==> src/rtl/countdown_timer_pkg.sv <==
// Shared types and defaults for the loadable seconds countdown timer.
package countdown_timer_pkg;

    typedef enum logic [1:0] {
        S_IDLE,
        S_RUN,
        S_PAUSE,
        S_EXPIRED
    } timer_state_t;

    localparam int unsigned DEFAULT_MAX_1Hz_div_count = 24999999;

endpackage

==> src/rtl/tick_divider.sv <==
// Clock divider producing a one-cycle tick every MAX_1Hz_div_count+1 enabled clocks.
module tick_divider
    import countdown_timer_pkg::*;
#(
    parameter int unsigned MAX_1Hz_div_count = DEFAULT_MAX_1Hz_div_count,
    parameter int unsigned DIV_WIDTH         = 25
) (
    input  logic CLOCK_50_I,
    input  logic resetn,
    input  logic enable,
    input  logic clear,
    output logic tick
);

    localparam logic [DIV_WIDTH-1:0] TERMINAL = DIV_WIDTH'(MAX_1Hz_div_count);

    logic [DIV_WIDTH-1:0] div_q;
    logic [DIV_WIDTH-1:0] div_d;

    // Holding while disabled keeps the fractional second across a pause.
    always_comb begin
        div_d = div_q;
        if (clear) begin
            div_d = '0;
        end else if (enable) begin
            if (div_q == TERMINAL) begin
                div_d = '0;
            end else begin
                div_d = div_q + DIV_WIDTH'(1);
            end
        end
    end

    always_ff @(posedge CLOCK_50_I or negedge resetn) begin
        if (!resetn) begin
            div_q <= '0;
        end else begin
            div_q <= div_d;
        end
    end

    assign tick = enable && (div_q == TERMINAL);

endmodule

==> src/rtl/countdown_timer.sv <==
// Loadable 8-bit seconds countdown timer with run/pause control and expiry flag.
module countdown_timer
    import countdown_timer_pkg::*;
#(
    parameter int unsigned MAX_1Hz_div_count = DEFAULT_MAX_1Hz_div_count,
    parameter int unsigned DIV_WIDTH         = 25
) (
    input  logic       CLOCK_50_I,
    input  logic       resetn,
    input  logic [7:0] load_value_i,
    input  logic       load_i,
    input  logic       start_stop_i,
    output logic [7:0] count_o,
    output logic       running_o,
    output logic       expired_o,
    output logic       tick_o
);

    timer_state_t state_q;
    timer_state_t state_d;
    logic [7:0]   count_q;
    logic [7:0]   count_d;
    logic         tick;
    logic         final_tick;
    logic         div_clear;

    assign final_tick = tick && (count_q == 8'd1);
    assign div_clear  = load_i || final_tick;

    tick_divider #(
        .MAX_1Hz_div_count(MAX_1Hz_div_count),
        .DIV_WIDTH        (DIV_WIDTH)
    ) u_tick_divider (
        .CLOCK_50_I(CLOCK_50_I),
        .resetn    (resetn),
        .enable    (state_q == S_RUN),
        .clear     (div_clear),
        .tick      (tick)
    );

    always_ff @(posedge CLOCK_50_I or negedge resetn) begin
        if (!resetn) begin
            state_q <= S_IDLE;
            count_q <= 8'd0;
        end else begin
            state_q <= state_d;
            count_q <= count_d;
        end
    end

    // Load has priority over both start/stop and a coincident tick.
    always_comb begin
        state_d = state_q;
        count_d = count_q;
        if (load_i) begin
            state_d = S_IDLE;
            count_d = load_value_i;
        end else begin
            if (tick && (count_q != 8'd0)) begin
                count_d = count_q - 8'd1;
            end
            unique case (state_q)
                S_IDLE: begin
                    if (start_stop_i && (count_q != 8'd0)) begin
                        state_d = S_RUN;
                    end
                end
                S_RUN: begin
                    if (final_tick) begin
                        state_d = S_EXPIRED;
                    end else if (start_stop_i) begin
                        state_d = S_PAUSE;
                    end
                end
                S_PAUSE: begin
                    if (start_stop_i) begin
                        state_d = S_RUN;
                    end
                end
                S_EXPIRED: begin
                    state_d = S_EXPIRED;
                end
                default: begin
                    state_d = S_IDLE;
                end
            endcase
        end
    end

    always_comb begin
        count_o   = count_q;
        running_o = (state_q == S_RUN);
        expired_o = (state_q == S_EXPIRED);
        tick_o    = tick;
    end

endmodule

==> config.mk <==
export PLATFORM = sky130hd
export DESIGN_NAME = countdown_timer
export DESIGN_NICKNAME = d
export VERILOG_FILES = /design/src/rtl/countdown_timer_pkg.sv /design/src/rtl/tick_divider.sv /design/src/rtl/countdown_timer.sv
export SDC_FILE = /design/constraint.sdc
export NUM_CORES = 1
export LEC_CHECK = 0
export ABC_AREA = 1
export BUFFER_PORTS_ARGS = -buffer_cell sky130_fd_sc_hd__buf_2
export CAP_MARGIN = 20
export CORE_ASPECT_RATIO = 1.1
export CORE_MARGIN = 8
export CORE_UTILIZATION = 25
export CTS_CLUSTER_DIAMETER = 60
export DETAILED_ROUTE_END_ITERATION = 6
export GPL_TIMING_DRIVEN = 0
export SYNTH_ARGS = -nofsm -noshare
export SYNTH_HDL_FRONTEND = slang
export SYNTH_SLANG_ARGS = --single-unit
==> constraint.sdc <==
create_clock -name CLOCK_50_I -period 1.45 [get_ports CLOCK_50_I]
set_clock_uncertainty 0.1 [all_clocks]
set_input_delay 0.29 -clock CLOCK_50_I [delete_from_list [all_inputs] [get_ports CLOCK_50_I]]
set_output_delay 0.29 -clock CLOCK_50_I [all_outputs]
set_load 0.01 [all_outputs]
==> summary.txt, run 1 <==
Routing
  • Wire per inst: 12.6 um
  • Final ANT Viol Nets: 0
  • Residual DRC: 0
  • Starting DRC count in detailed routing: 128
  • DR pass1 iterations: 4
  • Post-Route WL: ~6.4 mm
  • Via count: 2353
  • Post-DR vias/cell: 4.60

Floorplanning
  • Top Ports: 23
  • FP Rows: 36
  • Die H: about 120 um
  • Die ar.: ~0.012 sq mm
  • Core Area: 0.00883 sq mm
  • Die width: between 100 and 150 um
  • Initial core utilization: 25.7%

Final layout
  • Antenna cells: 0
  • Util after Layout: approximately a third
  • Post-route design area: 0.00305 sq mm
  • Post-Layout Cell Count: around 510
  • Layout cell share with drive strength beyond 1: 27.1%
  • Multi-input gate area: 0.00140 sq mm
  • FF+latch area: 880 sq um
  • Filler Cell Count: 960
  • Final nets: between 400 and 500
  • Synth-to-Final Area Change: 34.5%

Worst setup path
  • Slowest cell on the critical path: dfrtp_1
  • CP Data Required Time: about 1100 ps
  • Critical path class: flop to output port
  • Critical Path AT: 1490 ps
  • Critical path's largest stage delay: 360 ps
  • Critical Path, Cell by Cell: ha_2, nand3_4, nor2_4, nand2_2, nor3_2, buf_2
  • Max Fanout on Critical Path: 2
  • Worst setup EP type: output port
  • Critical path launch point type: flop
  • Buf/Inv on CP: 1
  • Cell family contributing the most delay on the critical path: simple AND/OR/NAND/NOR gates

Timing
  • Fin Setup TNS: -9590 ps
  • Fin. max-slew vios: 0
  • Fin crit share: 130%
  • Setup ws final: -433 ps
  • Slew HR: between 40% and 50%
  • Min Clock Period, post-route: 1880 ps
  • Endpoints failing hold: 6
  • Max Fclk: 531 MHz
  • Fin Hold WS: -1.74 ps
  • Final setup violation count: 36
  • Worst-margin pin slew: ~820 ps
  • RSZ-0062 raised after global routing: yes

Synth
  • Warnings, synthesis: 0
  • Syn avg cell area: 6.68 sq um
  • Syn Nets: 356
  • Cells after synthesis: 340
  • Synth area leader: dfrtp_1
  • Yosys cell types: 26
  • #FFs+latches synth: 35
  • Synth top area cells: dfrtp_1 39%, nand2_1 18%, nor2_1 9.8%
  • Post-synthesis sequential area ratio: 38.6%
  • Top-area cell type share of the netlist area: 38.6%
  • Post-Syn Area: around 0.0023 sq mm

Pwr
  • Leak pwr: 1.42 nW
  • Sequential share of power: between 40% and 50%
  • Sw Ratio: 32.6%
  • Sw Pwr: 0.000764 W
  • Int Power: 0.00158 W
  • Pwr/cell area: 768 mW/mm^2
  • Clock power share: 29.3%
  • Gate power share: a little under a quarter
  • Max IR drop VDD: 0.495 mV

Outcome
  • Status: finished, violations left
  • Failing checks: negative hold slack, negative setup slack

Placement
  • Post-detail-place hpwl: 4.32 mm
  • Number of I/O port buffers: 22
  • Cell Count Post-Placement: roughly 480
  • GPL Wtd Cong: 0.882
  • Cell Area, Placed: 0.00253 sq mm
  • Worst slack at placement: -300 ps

Clock network
  • CTS tree: done
  • Clock-pin slew of the registers on the worst-case setup and hold paths: around 70 ps
  • Clock H-tree levels: 2
  • Cts hold-fix bufs: 0
  • Clk_lat worst skew: 290 ps
  • Maximum buffer depth of the clock tree: 2
  • CTS sink count: 35
  • CTS Buf Count: 5
  • CTS Root Cell: clkbuf_8

GRT
  • Initial antenna violation count: 0
  • Gr usage total: around 11%
  • Vias in the first global route: 2509
  • Largest net degree at the start of global routing: 36
  • Overflow after GRT: 0
  • First-pass GRT wire length: 11.1 mm

Job
  • Max_cap viols: 0

Hold path
  • Worst min-delay path category: primary input to async pin
-- power by group through the flow --
stage	sequential, W	combinational [W]	clock, W
2_1_floorplan	0.00112	0.000293	0
3_3_place_gp	0.00111	0.000468	0
6_report	0.00109	0.000561	0.000688
3_5_place_dp	0.00111	0.000476	0
5_1_grt	0.00111	0.000640	0.000746
4_1_cts	0.00109	0.000525	0.000719
-- sequential cells by signal, indices dropped and copies added (netlist names) --
| signal | count |
|---|---|
| u_tick_divider.div_q | 25 |
| count_o | 8 |
| state_q | 2 |
-- metrics by stage --
| stage | hold WS, ps | total power, W |
|---|---|---|
| finish | -1.74 | 0.00234 |
| global route | 69.0 | 0.00249 |
| CTS | 21.0 | 0.00234 |
| detailed placement | 344 | 0.00159 |
| global placement | 334 | 0.00158 |
| floorplan | -106 | 0.00141 |
-- cell usage after synthesis --
master	number
buf_2	2
nand3_1	40
a21oi_1	3
dfrtp_1	35
a31oi_1	1
nand4_1	6
clkbuf_1	1
nor2_1	59
nor4_1	1
nand2_1	109
o21bai_1	1
nor3b_1	2
buf_6	1
nor3_1	4
ha_1	4
nor2_4	1
buf_4	1
nand3_2	1
nand2_2	2
nor2_2	4
o21ai_0	16
nand2_4	2
xor2_1	7
xnor2_1	1
nor3_2	1
inv_1	35
-- cells by family after synthesis --
kind of cell	Yosys count	share of synthesized area [%]
compound gates	21	4.80
buf+inv	40	7.22
flops	35	38.6
xor+xnor	8	3.09
simple gates	232	44.1
fa+ha+maj	4	2.21
-- area by class of cell --
cell class | count | share of cell area (%)
Multi-Input combinational cell | 265 | 46.0
Sequential cell | 35 | 28.8
Timing Repair Buffer | 50 | 12.1
Tap cell | 114 | 4.67
Inverter | 35 | 4.39
Clock buffer | 7 | 2.50
Buffer | 5 | 1.44
Clock inverter | 1 | 0.164
-- path summary, 6_finish.rpt --
check	from	end	slack (ps)	cells after the start
min	resetn	u_tick_divider.div_q[13]$_DFFE_PN0P_	-2	1
min in group CLOCK_50_I	start_stop_i	state_q[1]$_DFFE_PN0P_	210	4
max in group asynchronous	resetn	u_tick_divider.div_q[3]$_DFFE_PN0P_	690	1
min reg2reg	count_o[1]$_DFFE_PN0P_	count_o[1]$_DFFE_PN0P_	430	2
max	u_tick_divider.div_q[0]$_DFFE_PN0P_	tick_o	-430	6
max reg2reg	u_tick_divider.div_q[6]$_DFFE_PN0P_	count_o[3]$_DFFE_PN0P_	-350	11
-- routing by layer --
layer / vias to the layer above / global-route usage, % / wire length [um]
li1: 1191 / - / -
met1: 1091 / 12.1 / 2780
met2: 59 / 19.6 / 3170
met3: 12 / 2.50 / 369
met4: 0 / 4.32 / 106
met5: - / 0 / 0
-- what timing repair did --
action	CTS	global route
setup endpoints to repair	37	38
gates cloned	0	2
gates resized for setup	23	29
pin swaps	7	8
setup buffers	23	4
-- worst reg2reg max path, cell delays in order (launching register included) --
cell and delay, ps:
dfrtp_1 430, nor2_4 130, buf_4 110, buf_4 90
buf_4 90, nand3_2 50, nor2_2 140, nand3_2 140
nand2_8 170, clkbuf_16 160, nand3_1 60, nand2_1 80
-- cell usage in the layout (no fill, tap or decap), drive strengths merged --
cell type | netlist | layout
a31oi | 1 | 1
o21bai | 1 | 1
clkinv | 0 | 1
xnor2 | 1 | 1
nor3 | 5 | 5
a21oi | 3 | 3
buf | 4 | 52
nand2 | 113 | 113
nor3b | 2 | 2
dfrtp | 35 | 35
ha | 4 | 4
nand3 | 41 | 41
nor2 | 64 | 64
nor4 | 1 | 1
o21ai | 16 | 16
nand4 | 6 | 6
inv | 35 | 35
xor2 | 7 | 7
clkbuf | 1 | 10
(Power assumes the default switching activity.)
==> run 2: changes to the inputs <==
--- a/config.mk
+++ b/config.mk
@@ -5,7 +5,6 @@
 export SDC_FILE = /design/constraint.sdc
 export NUM_CORES = 1
 export LEC_CHECK = 0
-export ABC_AREA = 1
 export BUFFER_PORTS_ARGS = -buffer_cell sky130_fd_sc_hd__buf_2
 export CAP_MARGIN = 20
 export CORE_ASPECT_RATIO = 1.1
==> run 2 against run 1 <==
Net effect: the flow still finishes with violations (negative hold slack, negative setup slack); sequential share of layout area decreased by 0.59 points; critical path depth decreased by 2; core utilization increased by 3.0 points; sequential power decreased by 5%; count of clock-buffer cells in the layout unchanged; area after synthesis decreased by 5.2%.
==> summary.txt, run 2 <==
Timing
  • Worst-margin pin slew: 807 ps (-13.3 ps)
  • Setup ws final: -619 ps (-186 ps)
  • Max Fclk: 483 MHz (-9.0%)
  • Fin. max-slew vios: 0 (unchanged)
  • Fin crit share: 143% (+13 points)
  • Slew HR: 46.2% (+0.89 points)
  • Fin Hold WS: -42.8 ps (-41.1 ps)
  • RSZ-0062 raised after global routing: yes
  • Min Clock Period, post-route: 2070 ps (+186 ps)
  • Endpoints failing hold: 26 (+20)
  • Final setup violation count: 37 (+2.8%)

Placement
  • Cell Count Post-Placement: 358 (-25%)
  • Number of I/O port buffers: 22 (unchanged)
  • GPL Wtd Cong: 0.792 (-10%)
  • Cell Area, Placed: 0.00246 sq mm (-2.6%)
  • Post-detail-place hpwl: 3.89 mm (-10%)

GRT
  • First-pass GRT wire length: 9.98 mm (-10%)
  • Gr usage total: 10.3% (-0.61 points)
  • Largest net degree at the start of global routing: 36 (unchanged)
  • Initial antenna violation count: 0 (unchanged)
  • Overflow after GRT: 0 (unchanged)
  • Vias in the first global route: 2038 (-19%)

Worst setup path
  • FF-to-FF path depth: 7 (-4)
  • Critical path class: flop to output port
  • Worst setup EP type: output port
  • Max Fanout on Critical Path: 3 (+1)
  • CP Data Required Time: 1060 ps (about the same)
  • Critical path launch point type: flop
  • Critical Path AT: 1680 ps (+190 ps)

Floorplanning
  • Top Ports: 23 (unchanged)
  • Die width: 104 um (-2.2%)
  • Die ar.: 0.0118 sq mm (-4.5%)
  • Core Area: 0.00836 sq mm (-5.3%)
  • FP Rows: 35 (-2.8%)
  • Initial core utilization: 25.7% (about the same)
  • Die H: 113 um (-2.3%)

Synth
  • #FFs+latches synth: 35 (unchanged)
  • Syn Nets: 241 (-32%)
  • Yosys cell types: 52 (+100%)
  • Synth Area in XOR/XNOR: 7.33% (+4.2 points)
  • Number of synthesized flops with an enable pin: 0 (unchanged)
  • Post-synthesis mux area share: 1.51% (+1.5 points)
  • Top-area cell type share of the netlist area: 40.7% (+2.1 points)
  • Async S/R FF share, synth: 100% (unchanged)
  • Synth area leader: dfrtp_1
  • Largest family of logic cells by synthesized area: simple AND/OR/NAND/NOR gates
  • Ys flop type: dfrtp_1
  • Synth top cells by count: 35 x dfrtp_1, 25 x nor2_1, 22 x nand2_1
  • Post-Syn Area: 0.00215 sq mm (-5.2%)
  • Warnings, synthesis: 0 (unchanged)
  • Synth top area cells: dfrtp_1 41%, xor2_1 4.9%, nor2_1 4.4%
  • Simple-gate share of the synthesized area: 32.8% (-11 points)
  • Most frequent cell after synthesis: dfrtp_1
  • Cells after synthesis: 225 (-34%)
  • Post-synthesis sequential area ratio: 40.7% (+2.1 points)
  • Post-synthesis compound-gate area fraction: 12.4% (+7.6 points)
  • Synth Area in Adders: 2.33% (+0.12 points)
  • Syn avg cell area: 9.56 sq um (+43%)

Pwr
  • Pwr/cell area: 683 mW/mm^2 (-11%)
  • Max IR drop VDD: 0.290 mV (-41%)
  • Leak pwr: 1.33 nW (-6.0%)

Hold path
  • Worst min-delay path category: primary input to async pin

Clock network
  • Clock-pin slew of the registers on the worst-case setup and hold paths: 90 ps (+20 ps)
  • Maximum buffer depth of the clock tree: 2 (unchanged)
  • Clk_lat worst skew: 300 ps (about the same)
  • CTS tree: done
  • CTS Root Cell: clkbuf_8
  • Clock H-tree levels: 2 (unchanged)
  • CTS Buf Count: 5 (unchanged)
  • CTS sink count: 35 (unchanged)

Final layout
  • Biggest register: u_tick_divider.div_q
  • Final nets: 310 (-25%)
  • Post-route design area: 0.00314 sq mm (+2.8%)
  • Synth-to-Final Area Change: 45.8%
  • Commonest cells after routing, fill and taps aside: 27 x dfrtp_1, 27 x buf_4, 21 x buf_2, 19 x nand2_1, 15 x buf_6
  • Post-Layout Cell Count: 406 (-21%)
  • Antenna cells: 0 (unchanged)
  • Max FFs per register: 25 (unchanged)
  • Layout cell share with drive strength beyond 1: 47.1% (+20 points)
  • Util after Layout: 37.5% (+3.0 points)

Outcome
  • Status: finished, violations left
  • Failing checks: negative hold slack, negative setup slack

Routing
  • Final ANT Viol Nets: 0 (unchanged)
  • Post-DR vias/cell: 4.99 (+8.6%)
  • Post-Route WL: 6.26 mm (-2.6%)
  • DR pass1 iterations: 4 (unchanged)
  • Wire per inst: 15.4 um (+23%)
  • Starting DRC count in detailed routing: 102 (-20%)
  • Residual DRC: 0 (unchanged)
  • Via count: 2027 (-14%)

Job
  • Max_cap viols: 0 (unchanged)
[run 2: changes by cell type after synthesis, sizes merged, moves of 6 or more]
cell	before	now
inv	35	6
and3	0	6
nand2	113	22
o21ai	16	8
nand3	41	13
nor2	64	25
nor4	1	7
a31oi	1	7
[run 2: cell type report]
class                   instances  area (sq um)
well taps                     111           139
plain buffers                   6          60.1
inverters                       7          30.0
clock buffers                   7          86.3
flip-flops and latches         35           886
repair buffers                 63           489
multi-input cells             176          1440
fillers                       846          5230
clock inverters                 1          5.00
[run 2: critical path, stage by stage, from the launching register on]
cell and delay [ps]:
dfrtp_2 430, nor4b_4 380, nand4_4 160, nor3_4 240
buf_2 170
[run 2: path summary, 6_finish.rpt]
path | startpoint | end | slack [ps]
worst max-delay path | u_tick_divider.div_q[17]$_DFFE_PN0P_ | tick_o | -620
worst min-delay path | resetn | state_q[0]$_DFFE_PN0P_ | -40
worst max register to register | u_tick_divider.div_q[17]$_DFFE_PN0P_ | u_tick_divider.div_q[20]$_DFFE_PN0P_ | -610
worst min register to register | u_tick_divider.div_q[21]$_DFFE_PN0P_ | u_tick_divider.div_q[21]$_DFFE_PN0P_ | 390
max in group asynchronous | resetn | u_tick_divider.div_q[6]$_DFFE_PN0P_ | 690
min in group CLOCK_50_I | load_value_i[0] | count_o[0]$_DFFE_PN0P_ | 100
[run 2: logic make-up after synthesis]
kind of cell    Yosys count
compound gates           38
xor+xnor                 18
fa+ha+maj                 4
buf+inv                  14
flops                    35
mux                       3
simple gates            113
[run 2: where the power goes]
part           internal (W)  total, W  switching, W
combinational      0.000157  0.000347      0.000190
sequential          0.00100   0.00104     0.0000343
clock              0.000384  0.000759      0.000375
total               0.00155   0.00214      0.000599
[run 2: repair_timing]
item                                    4_1_cts  5_1_grt
hold buffers                                  0        0
resized for setup                            42       29
pin swaps                                    17        9
cloned                                        1        0
buffers inserted                             27       16
endpoints found under the setup margin       37       39
[run 2: stage by stage]
step           setup slack, ps  hold WS (ps)  TNS, ps  total power [W]
6_report                  -619         -42.8   -17930          0.00214
5_1_grt                   -692          50.9   -20800          0.00223
4_1_cts                   -607          13.0   -17430          0.00213
3_5_place_dp              -684           331   -18980          0.00132
3_3_place_gp              -640           323   -18250          0.00131
2_1_floorplan             -438          -106   -11340          0.00121
[run 2: per-layer routing]
layer	up-vias	GRT usage (%)	wire (um)
met4	0	3.38	74
met3	6	3.41	281
li1	976	-	-
met5	-	0	0
met2	36	17.2	3130
met1	1009	12.0	2770
